### config.mk
export PLATFORM = sky130hd
export DESIGN_NAME = mem_loader_sel0628
export DESIGN_NICKNAME = d
export VERILOG_FILES = /design/src/rtl/mem_loader_sel0628_pkg.sv /design/src/rtl/mem_loader_sel0628_ram64x8.sv /design/src/rtl/mem_loader_sel0628.sv
export SDC_FILE = /design/constraint.sdc
export NUM_CORES = 1
export LEC_CHECK = 0
export ABC_AREA = 1
export ABC_CLOCK_PERIOD_IN_PS = 6400
export CAP_MARGIN = 10
export CORE_ASPECT_RATIO = 1.75
export CORE_MARGIN = 3
export CORE_UTILIZATION = 45
export DETAILED_ROUTE_END_ITERATION = 10
export PLACE_DENSITY = 0.62
export SLEW_MARGIN = 20
export SYNTH_ARGS = -nofsm -noshare
export SYNTH_HDL_FRONTEND = slang
export SYNTH_SLANG_ARGS = --single-unit
### constraint.sdc
create_clock -name clk -period 6.4 [get_ports clk]
set_clock_uncertainty 0.05 [all_clocks]
set_input_delay 1.28 -clock clk [delete_from_list [all_inputs] [get_ports clk]]
set_output_delay 1.28 -clock clk [all_outputs]
set_load 0.005 [all_outputs]
### src/rtl/mem_loader_sel0628_pkg.sv
// Shared types and constants for the SEL0628 memory-side responder.
// Holds the loader state encoding, bus widths and the default I/O port addresses.
package mem_loader_sel0628_pkg;

  localparam int DATA_W = 8;
  localparam int ADDR_W = 6;
  localparam int DEPTH  = 64;

  localparam logic [ADDR_W-1:0] DEF_IN_ADDR  = 6'd62;
  localparam logic [ADDR_W-1:0] DEF_OUT_ADDR = 6'd63;

  typedef enum logic [1:0] {
    ST_HOLD = 2'd0,
    ST_LOAD = 2'd1,
    ST_DONE = 2'd2,
    ST_RUN  = 2'd3
  } state_t;

endpackage

### src/rtl/mem_loader_sel0628_ram64x8.sv
// 64x8 RAM: combinational read, single synchronous write port.
// Contents are deliberately not reset so a partial program survives clr_n.
module ram64x8
  import mem_loader_sel0628_pkg::*;
(
  input  logic              clk,
  input  logic              we,
  input  logic [ADDR_W-1:0] waddr,
  input  logic [DATA_W-1:0] wdata,
  input  logic [ADDR_W-1:0] raddr,
  output logic [DATA_W-1:0] rdata
);

  logic [DATA_W-1:0] mem_q [DEPTH];

  always_ff @(posedge clk) begin
    if (we) begin
      mem_q[waddr] <= wdata;
    end
  end

  assign rdata = mem_q[raddr];

endmodule

### src/rtl/mem_loader_sel0628.sv
// SEL0628 memory responder: RAM plus GPIO ports, and a byte-stream program
// loader that holds the processor in reset while a program is written.
module mem_loader_sel0628
  import mem_loader_sel0628_pkg::*;
#(
  parameter int                LOAD_LEN = 64,
  parameter logic [ADDR_W-1:0] IN_ADDR  = DEF_IN_ADDR,
  parameter logic [ADDR_W-1:0] OUT_ADDR = DEF_OUT_ADDR
) (
  input  logic       clk,
  input  logic       clr_n,
  input  logic [5:0] cpu_addr,
  input  logic       cpu_we,
  input  logic [7:0] cpu_wdata,
  output logic [7:0] cpu_rdata,
  output logic       cpu_rst_n,
  input  logic       ld_start,
  input  logic       go,
  input  logic       ld_valid,
  input  logic [7:0] ld_data,
  output logic       ld_ready,
  output logic       ld_done,
  input  logic [7:0] gpio_in,
  output logic [7:0] gpio_out
);

  localparam logic [ADDR_W-1:0] LAST_PTR = ADDR_W'(LOAD_LEN - 1);

  state_t            state_q, state_d;
  logic [ADDR_W-1:0] ptr_q, ptr_d;
  logic [DATA_W-1:0] gpio_out_q, gpio_out_d;
  logic              cpu_rst_n_q, cpu_rst_n_d;

  logic              ld_accept;
  logic              cpu_wr_ok;
  logic              ram_we;
  logic [ADDR_W-1:0] ram_waddr;
  logic [DATA_W-1:0] ram_wdata;
  logic [DATA_W-1:0] ram_rdata;

  // A restart pulse in LOAD takes priority, so a byte offered alongside it is dropped.
  assign ld_accept = (state_q == ST_LOAD) && ld_valid && !ld_start;
  assign cpu_wr_ok = (state_q == ST_RUN) && cpu_we;

  always_ff @(posedge clk or negedge clr_n) begin
    if (!clr_n) begin
      state_q     <= ST_HOLD;
      ptr_q       <= '0;
      gpio_out_q  <= '0;
      cpu_rst_n_q <= 1'b0;
    end else begin
      state_q     <= state_d;
      ptr_q       <= ptr_d;
      gpio_out_q  <= gpio_out_d;
      cpu_rst_n_q <= cpu_rst_n_d;
    end
  end

  always_comb begin
    state_d = state_q;
    case (state_q)
      ST_HOLD: begin
        if (ld_start)  state_d = ST_LOAD;
        else if (go)   state_d = ST_RUN;
      end
      ST_LOAD: begin
        if (ld_accept && (ptr_q == LAST_PTR)) state_d = ST_DONE;
      end
      ST_DONE: state_d = ST_RUN;
      ST_RUN: begin
        if (ld_start)  state_d = ST_LOAD;
      end
      default: state_d = ST_HOLD;
    endcase
  end

  always_comb begin
    ptr_d = ptr_q;
    if (ld_start && (state_q != ST_DONE)) begin
      ptr_d = '0;
    end else if (ld_accept) begin
      ptr_d = ptr_q + 1'b1;
    end

    gpio_out_d = gpio_out_q;
    if (cpu_wr_ok && (cpu_addr == OUT_ADDR)) begin
      gpio_out_d = cpu_wdata;
    end

    // Registered from the next state so release and re-assertion line up with the state change.
    cpu_rst_n_d = (state_d == ST_RUN);
  end

  always_comb begin
    ld_ready = (state_q == ST_LOAD);
    ld_done  = (state_q == ST_DONE);
  end

  assign ram_we    = ld_accept ||
                     (cpu_wr_ok && (cpu_addr != IN_ADDR) && (cpu_addr != OUT_ADDR));
  assign ram_waddr = (state_q == ST_LOAD) ? ptr_q   : cpu_addr;
  assign ram_wdata = (state_q == ST_LOAD) ? ld_data : cpu_wdata;

  ram64x8 u_ram (
    .clk   (clk),
    .we    (ram_we),
    .waddr (ram_waddr),
    .wdata (ram_wdata),
    .raddr (cpu_addr),
    .rdata (ram_rdata)
  );

  always_comb begin
    if (cpu_addr == IN_ADDR)       cpu_rdata = gpio_in;
    else if (cpu_addr == OUT_ADDR) cpu_rdata = gpio_out_q;
    else                           cpu_rdata = ram_rdata;
  end

  assign cpu_rst_n = cpu_rst_n_q;
  assign gpio_out  = gpio_out_q;

endmodule

**Word level (Yosys, flattened, before mapping)**

Memory sizes are Yosys's and may differ from the RTL's.
Cells that the tools add are included.

- Register bits after elaboration: 17
- Bits in writable memories: 512
- Word-level logic and storage cells: 41
- Memories: 1
- Input bits: 36

- Equality and inequality tests: 10
- Multiplexer cells: 13
- Add/subtract/negate cells: 1
- Reduce and logical (&&, ||, !) cells: 12

Memories:

| name | words | bits a word | rd ports | clocked after Yosys merged registers in | write ports | RTL line | text |
|---|---|---|---|---|---|---|---|
| u_ram.mem_q | 64 | 8 | 1 | 0 | 1 | mem_loader_sel0628_ram64x8.sv:14 | `logic [DATA_W-1:0] mem_q [DEPTH];` |

Operator list:

| cell | number |
|---|---|
| $mux 8 | 3 |
| $eq 6x6->1 const B | 3 |
| $mux 6 | 3 |
| $ne 6x6->1 const B | 2 |
| $logic_and 1x1->1 | 8 |
| $mux 2 | 4 |
| $pmux 2 s4 | 1 |
| $add 6x1->6 const B | 1 |
| $eq 2x2->1 const B | 3 |
| $eq 2x1->1 const B | 1 |
| $logic_not 2->1 | 1 |
| $mux 1 | 2 |
| $ne 2x2->1 const B | 1 |
| $reduce_bool 2->1 | 1 |
| $logic_not 1->1 | 1 |
| $logic_or 1x1->1 | 1 |

**Longest topological paths before layout**

Gate-level depths: netlist (run 1).

- Depth after elaboration: 7
- Depth in mapped cells: 18
- Mapped depth without buffers: 15

**Hierarchy**

From an unflattened synthesis (run 1), not the netlist that was laid out.

- Cell total of the unflattened synthesis: 1,995
- Area total of the unflattened synthesis: 22,465.3 um^2

By module, submodules not included:

| module | times used | seq. area each (um^2) | area each (um^2) | cells each |
|---|---|---|---|---|
| ram64x8 | 1 | 15,374.7 | 21,179.1 | 1,797 |
| mem_loader_sel0628 | 1 | 425.4 | 1,286.2 | 198 |

**Worst setup path after synthesis (run 1)**

OpenSTA, ideal clock, no wires.

- Path type: input to register
- Start point: input cpu_wdata[0]
- End point: memory u_ram.mem_q[0][0], data pin
- Stages on the path: 2
- Path buffers: 0
- Path slack: 1.784 ns
- Required time: 5.648 ns
- Arrival time: 3.864 ns
- Setup time: 0.702 ns
- Path through: inv_1 o21ai_0

- Word-level cells in the longest chain between the ends: 1

Ends and longest elaborated chain:

| element | RTL line | text |
|---|---|---|
| from (decl) | mem_loader_sel0628.sv:14 | `input logic [7:0] cpu_wdata,` |
| $mux 8 | mem_loader_sel0628.sv:102 | `assign ram_wdata = (state_q == ST_LOAD) ? ld_data : cpu_wdata;` |
| net ram_wdata[0] | mem_loader_sel0628.sv:38 | `logic [DATA_W-1:0] ram_wdata;` |
| to (decl) | mem_loader_sel0628_ram64x8.sv:14 |  |

The timed path passes the listed nets, and every way through them passes these cells.

**Worst setup path after layout (run 1)**

- Start point: input cpu_addr[4]
- End point: output cpu_rdata[5]

- Word-level cells in the longest chain between the ends: 3
- Elaborated cells between the ends (all ways): 5
- Classes of those cells: eq/ne: 2; mux: 2; memory: 1

Ends and longest elaborated chain:

| element | RTL line | text |
|---|---|---|
| from (decl) | mem_loader_sel0628.sv:12 | `input logic [5:0] cpu_addr,` |
| $mem_v2 64x8 / $eq 6x6->1 (equally long branches) | n/a |  |
| $mux 8 | mem_loader_sel0628.sv:115 | `else if (cpu_addr == OUT_ADDR) cpu_rdata = gpio_out_q;` |
| $mux 8 * | mem_loader_sel0628.sv:114 | `if (cpu_addr == IN_ADDR) cpu_rdata = gpio_in;` |
| to (decl) | mem_loader_sel0628.sv:15 | `output logic [7:0] cpu_rdata,` |

Mark *: on every way between the ends. The rest lies on a longest branch, timed or not.

==> results of run 1 <==
[registers in the layout, summed over array words and instances (netlist names)]
| signal | flops |
|---|---|
| u_ram.mem_q | 512 |
| gpio_out | 8 |
| ptr_q | 6 |
| state_q | 2 |
| cpu_rst_n | 1 |
[critical path, stage by stage]
cell and delay, ns:
sky130_fd_sc_hd__clkdlybuf4s50_1 0.80, sky130_fd_sc_hd__nand2_1 0.45, sky130_fd_sc_hd__nor3_4 0.40, sky130_fd_sc_hd__inv_2 0.19, sky130_fd_sc_hd__nor2_4 0.18, sky130_fd_sc_hd__inv_1 0.17
sky130_fd_sc_hd__nand2_1 0.15, sky130_fd_sc_hd__nor2_1 0.07, sky130_fd_sc_hd__nand2_1 0.09, sky130_fd_sc_hd__nand2_1 0.06, sky130_fd_sc_hd__nand2_1 0.06, sky130_fd_sc_hd__clkdlybuf4s50_1 0.49
[stage by stage]
step / instances / setup WS, ns
3_3_place_gp: 2765 / 0.778
4_1_cts: 2847 / 0.769
2_1_floorplan: 2117 / 1.78
3_5_place_dp: 2765 / 0.778
5_1_grt: 2848 / 0.574
6_report: 2848 / 0.649
[placed cells by master (no fill, tap or decap), types with 3 or more instances in the layout]
cell type                           n
sky130_fd_sc_hd__buf_4             27
sky130_fd_sc_hd__nor2_4             4
sky130_fd_sc_hd__clkbuf_16         46
sky130_fd_sc_hd__dfrtp_1           17
sky130_fd_sc_hd__or2_0              8
sky130_fd_sc_hd__nand4_4            9
sky130_fd_sc_hd__clkdlybuf4s50_1   52
sky130_fd_sc_hd__nor2_1           293
sky130_fd_sc_hd__inv_4              3
sky130_fd_sc_hd__clkinvlp_4         4
sky130_fd_sc_hd__a21oi_1           58
sky130_fd_sc_hd__edfxtp_1         512
sky130_fd_sc_hd__o21ai_4           11
sky130_fd_sc_hd__bufinv_16          9
sky130_fd_sc_hd__clkinv_1          10
sky130_fd_sc_hd__o21ai_2            8
sky130_fd_sc_hd__clkinv_2           9
sky130_fd_sc_hd__inv_2              5
sky130_fd_sc_hd__buf_12             3
sky130_fd_sc_hd__o21ai_0           56
sky130_fd_sc_hd__nand2_1          617
sky130_fd_sc_hd__inv_1            207
sky130_fd_sc_hd__nand4_1           32
sky130_fd_sc_hd__nor3_1             4
sky130_fd_sc_hd__o211ai_1          13
sky130_fd_sc_hd__nand2_2            5
sky130_fd_sc_hd__nand3_1          145
[cell type report]
| cell class | instances | area share [%] |
|---|---|---|
| flip-flops and latches | 529 | 61.8 |
| multi-input cells | 1275 | 22.3 |
| clock buffers | 47 | 4.52 |
| inverters | 218 | 3.23 |
| well taps | 660 | 3.23 |
| repair buffers | 84 | 3.17 |
| clock inverters | 35 | 1.70 |
[power breakdown]
group | total, W | internal, W | switching, W
clock | 0.00293 | 0.00169 | 0.00124
sequential | 0.00381 | 0.00380 | 0.00000394
combinational | 0.000482 | 0.000132 | 0.000350
total | 0.00722 | 0.00562 | 0.00160
[cells by family after synthesis]
logic type,count (synthesis),synth area share (%)
and+or+nand+nor,1122,20.8
DFF,529,69.5
buffers and inverters,313,5.82
AOI/OAI and AO/OA,152,3.86
adders and majority gates,1,0.0550
[path summary, 6_finish.rpt]
path	startpoint	to	slack, ns	cells past startpoint
min in group asynchronous	clr_n	state_q[0]$_DFF_PN0_	1.16	1
max	cpu_addr[4]	cpu_rdata[5]	0.65	12
max reg2reg	state_q[0]$_DFF_PN0_	u_ram.mem_q[47][6]$_DFFE_PP_	2.76	6
max in group asynchronous	clr_n	gpio_out[6]$_DFFE_PN0P_	4.60	1
min reg2reg	ptr_q[5]$_DFFE_PN0P_	ptr_q[5]$_DFFE_PN0P_	0.43	1
min	ptr_q[5]$_DFFE_PN0P_	ptr_q[5]$_DFFE_PN0P_	0.43	1
[routing by layer]
metal | global-route usage [%] | up-vias | part of all wire, %
li1 | - | 7100 | -
met1 | 25.8 | 7202 | 37
met2 | 40.9 | 558 | 52
met3 | 2.31 | 158 | 4.9
met4 | 12.0 | 0 | 6.0
met5 | 0 | - | 0
==> run summary, run 1 <==
The run finished with clean final reports. Of the post-synthesis cell area, the dominant cell type holds 67.6%. The logs give 39.5% for the relative max-transition margin and 60000 um for the post-detailed-routing wire length.

Global routing finished with a remaining overflow of 0. Of the cells placed in the final design, the portion with a size suffix greater than 1 is 7.13%. The overall fraction of global-route tracks in use is 22.4%, and the area of the die is 53400 um2.

TritonCTS built the clock tree. The number of core rows was 108. For this block, the via count after detailed routing is 15000.

In this run, CTS created clock tree buffers numbering 44. For the antenna violation net count after detailed routing, the log shows 0. The detailed-placement wirelength estimate is 38100 um, and the number of enable flip-flop cells after synthesis is 512. The largest net degree at the start of global routing is 117, and the wire length per cell after detailed routing is 21.1 um. When the netlist entered floorplanning its net count stood at 2154. The weighted congestion at the end of routability-driven global placement was 0.958; the number of global-route vias before repair was 14900. In the routed layout, each cell is associated on average with a via count of 5.27.

The clock-pin slew on the worst setup and hold paths is 0.06 ns, and the post-synthesis sequential area ratio is 69.5%. The multi-input combinational cells in the finished layout cover a total of 5710 um2. The maximum fanout along the worst path was 12; the proportion of register bits with asynchronous set or reset after synthesis was 3.21%. The average instance area after synthesis was 10.7 um2.

From synthesis to final layout, the design area changed by 12.4%. The logs give 2 for the number of levels the H-tree was split into and 45.7% for the initial core utilization. The count of final setup violators was 0. The number of antenna diodes in the final layout is 0.

For this design the top-level I/O count stands at 55. The critical path in this run is classified as in2out. The total power consumption of the routed design was 0.00722 W; the area inside the core boundary was 49700 um2.

The count of buffers added on input and output ports is 54. In this run, post-CTS hold repair placed 0 buffers. Clock latency on the worst-skew pair, taken at its later pin, is 0.57 ns.

The logs give 22700 um2 for the combined area of all synthesized cells and 2117 for the number of instances in the synthesized netlist. The first global-routing pass estimated 90200 um of wire. The tools report the final-layout setup total negative slack as 0 ns. The worst hold path belongs to the class reg2reg.

The analysis attributes to cell leakage a power of 9.78 nW. The leading cell type by number of instances after synthesis was sky130_fd_sc_hd__nand2_1. The number of storage elements in the synthesis netlist is 529. The ratio of total power to cell area is 282 nW/um2, and the count of maximum capacitance violations is 0.

The count of clock tree sinks came out at 529. Post-CTS repair changed the size of 0 cells. After synthesis, the cell types taking the most area are sky130_fd_sc_hd__edfxtp_1 (68%), sky130_fd_sc_hd__nand2_1 (10%), sky130_fd_sc_hd__nor2_1 (4.8%). The worst setup path is launched from a primary input.

The highest clock frequency the design can meet came out at 0.174 GHz. After filler insertion, the fill cell instance count of the layout stands at 4447. Cells fill 51.4% of the core in the end.

The worst-margin pin slew is 0.906 ns, and the net count reported at finish is 2189. The root buffer selected by CTS was sky130_fd_sc_hd__clkbuf_16. The logs give 0 for the final max-slew violation count and 0 for the number of antenna violations at the first check in global routing. Yosys printed 0 warnings. Sorting the synthesized cells by how often they occur yields sky130_fd_sc_hd__nand2_1 (617), sky130_fd_sc_hd__edfxtp_1 (512), sky130_fd_sc_hd__nor2_1 (293), sky130_fd_sc_hd__inv_1 (207), sky130_fd_sc_hd__nand3_1 (145).

The worst hold margin was 0.429 ns; the final critical-path share of the clock period was 89.9%. Data on the critical path arrives at its endpoint at 4.42 ns. After detailed placement, the total cell area comes to 24000 um2. The number of design-rule violations left by the first detailed-router iteration is 1319. In this run the post-CTS setup repair buffer count came out at 0. The logs give 25600 um2 for the final standard cell area without fillers and 0 for the DRC violation count after routing. The floorplan step set the die height to 303 um. STA puts the critical path data required time at 5.07 ns.

In this run the horizontal extent of the chip is 176 um. The final critical-path required period is 5.75 ns, and the count of different cell masters after synthesis is 36. Registers take 15800 um2.

The run gives 6 as the number of iterations in the first detailed-routing pass. STA classifies the critical path endpoint as an output port. The number of hold violations in the final report is 0. The highest ir drop seen on vdd came out at 0.252 mV. The largest total area in the synthesized netlist belongs to sky130_fd_sc_hd__edfxtp_1.

The top flip-flop cell by instance count after synthesis was sky130_fd_sc_hd__edfxtp_1. The tools report the number of buffers on the longest clock path as 3. Setup repair after global routing left no endpoint under its margin.
No activity file was read; power rests on OpenSTA's default activity.
==> inputs of run 2 (changes only) <==
--- a/config.mk
+++ b/config.mk
@@ -11,6 +11,7 @@
 export CORE_ASPECT_RATIO = 1.75
 export CORE_MARGIN = 3
 export CORE_UTILIZATION = 45
+export CTS_CLUSTER_DIAMETER = 80
 export DETAILED_ROUTE_END_ITERATION = 10
 export PLACE_DENSITY = 0.62
 export SLEW_MARGIN = 20
==> results of run 2 <==
Same layout as run 1: the final DEF is identical, and so are final timing and power.
==> variant (config.mk and constraints of run 1) <==
Re-encode `state_t` (4 states) as Gray code, 2 bits wide.
--- a/src/rtl/mem_loader_sel0628_pkg.sv
+++ b/src/rtl/mem_loader_sel0628_pkg.sv
@@ -12,6 +12,6 @@
   typedef enum logic [1:0] {
-    ST_HOLD = 2'd0,
-    ST_LOAD = 2'd1,
-    ST_DONE = 2'd2,
-    ST_RUN  = 2'd3
+    ST_HOLD = 2'b00,
+    ST_LOAD = 2'b01,
+    ST_DONE = 2'b11,
+    ST_RUN  = 2'b10
   } state_t;
Function: same outputs for any inputs over 4 cycles, from zero or initial values; so few cycles prove little.
==> variant against run 1 <==
- largest cell class unchanged
- count of clock-buffer cells in the layout increased by 8
- sequential power is essentially flat
- die area fell by 1.5%
- worst setup slack better by 0.083 ns
- synthesized area shrank 1.5%
- total power down 2.3%
- routed wire length increased by 2.4%
- design area fell by 0.90%
- sequential cell count did not move
==> variant: results (changes against run 1) <==
metric,value,unit,change
n_fill_cell,4393,,-1.2%
syn_nets,2158,,+0.19%
synthTopCellsByArea,"edfxtp_1, nand2_1, nor2_1, inv_1, nand3_1",,
top_layer,met4,,
outcome,"finished, final reports clean",,
wl_met2,31700,µm,+1.6%
worstPathArrival,4.34,ns,-0.08 ns
cts-buffers-inserted,46,,+4.5%
synthArstFlopShare,3.21,%,unchanged
firstDrtPassIters,5,,-1
p_leak,9.79,nW,about the same
hold_path_class,register to register,,
drive_gt1_share,6.25,%,-0.88 points
dr_wl_met3,2920,µm,+0.34%
grt_pass1_wl,92300,µm,+2.3%
placed_area,23900,µm²,-0.39%
first_iter_violations,1593,,+21%
clock-root-buffer,clkbuf_16,,
yosysSeqAreaShare,70.6,%,+1.1 points
wl_met1,23500,µm,+5.9%
worstPathMaxFanout,34,,+22
place_ws,0.754,ns,-0.0247 ns
yosysWarningCount,0,,unchanged
detail_route.wl_per_cell,21.5,µm,+1.9%
drv_slew,0,,unchanged
cts_resized,0,,unchanged
ys_types,25,,-31%
largest_reg_flops,512,,unchanged
antennaDiodeCount,0,,unchanged
port_buffers,54,,unchanged
synth_edf_count,512,,unchanged
clockBufferDepth,3,,unchanged
tns,0,ns,unchanged
htreeDepth,2,,unchanged
antenna_found_initial,0,,unchanged
synth_commonest_cells,"nand2_1, edfxtp_1, nor2_1, inv_1, nand3_1",,
dpl.hpwl,39400,µm,+3.3%
ir_drop,0.219,mV,-13%
path_clk_slew,0.06,ns,about the same
tightest_slew,1.09,ns,+0.186 ns
via_count,15100,,+0.85%
largest-register,u_ram.mem_q,,
grt_use_total,23.3,%,+0.89 points
grt_max_degree,118,,+0.85%
insertion_delay,0.56,ns,
gp_congestion,0.942,,-1.7%
[variant: final cells by class]
cell class                      instances  area [µm²]  area share (%)
Tap cell                              654         818            3.23
Multi-Input combinational cell       1278        5470            21.6
Clock inverter                         29         263            1.04
Timing Repair Buffer                  100         955            3.77
Inverter                              218         821            3.24
Clock buffer                           55        1210            4.76
Sequential cell                       529       15800            62.4
[variant: metrics by stage]
stage	hold slack, ns	std cells	total power [mW]
after floorplan	0.395	2121	4.14
final	0.432	2863	7.05
after CTS	0.431	2863	7.08
after global routing	0.442	2863	7.26
after global placement	0.417	2778	4.35
after detailed placement	0.427	2779	4.35
[variant: power by group]
part	internal (mW)	switching (mW)	total, mW	leakage (nW)
sequential	3.80	0.00296	3.80	4.83
combinational	0.131	0.342	0.472	4.24
clock	1.52	1.26	2.77	0.713
total	5.45	1.60	7.05	9.79
[variant: final timing paths]
| path | start | end | slack [ns] | cells after the start |
|---|---|---|---|---|
| min in group asynchronous | clr_n | gpio_out[3] | 1.12 | 1 |
| max | cpu_addr[2] | cpu_rdata[4] | 0.73 | 12 |
| max in group asynchronous | clr_n | ptr_q[3] | 4.69 | 1 |
| min reg2reg | ptr_q[5] | ptr_q[5] | 0.43 | 1 |
| min | ptr_q[5] | ptr_q[5] | 0.43 | 1 |
| max reg2reg | state_q[1] | u_ram.mem_q[27][2] | 2.57 | 6 |
[variant: routing by layer]
layer / track usage, % / vias to the layer above
li1: - / 7152
met1: 29.0 / 7327
met2: 41.2 / 537
met3: 1.83 / 130
met4: 11.3 / 0
met5: 0 / -
[variant: logic make-up after synthesis]
logic type               Yosys count  synth area share [%]
buffers and inverters            314                  5.49
adder cells (fa/ha/maj)            1                0.0559
AND/OR/NAND/NOR                 1124                  20.3
flip-flops                       529                  70.6
AO/OA/AOI/OAI                    153                  3.60
[variant: worst max-delay path, stage by stage]
cell and delay [ns]:
clkdlybuf4s50_1 0.54, buf_4 0.33, nor2_2 0.41, inv_1 0.29
a21oi_1 0.32, nor2_1 0.12, nand2_1 0.10, nand3_1 0.11
nand2_1 0.09, nand2_1 0.11, nand2_1 0.09, clkdlybuf4s50_1 0.51
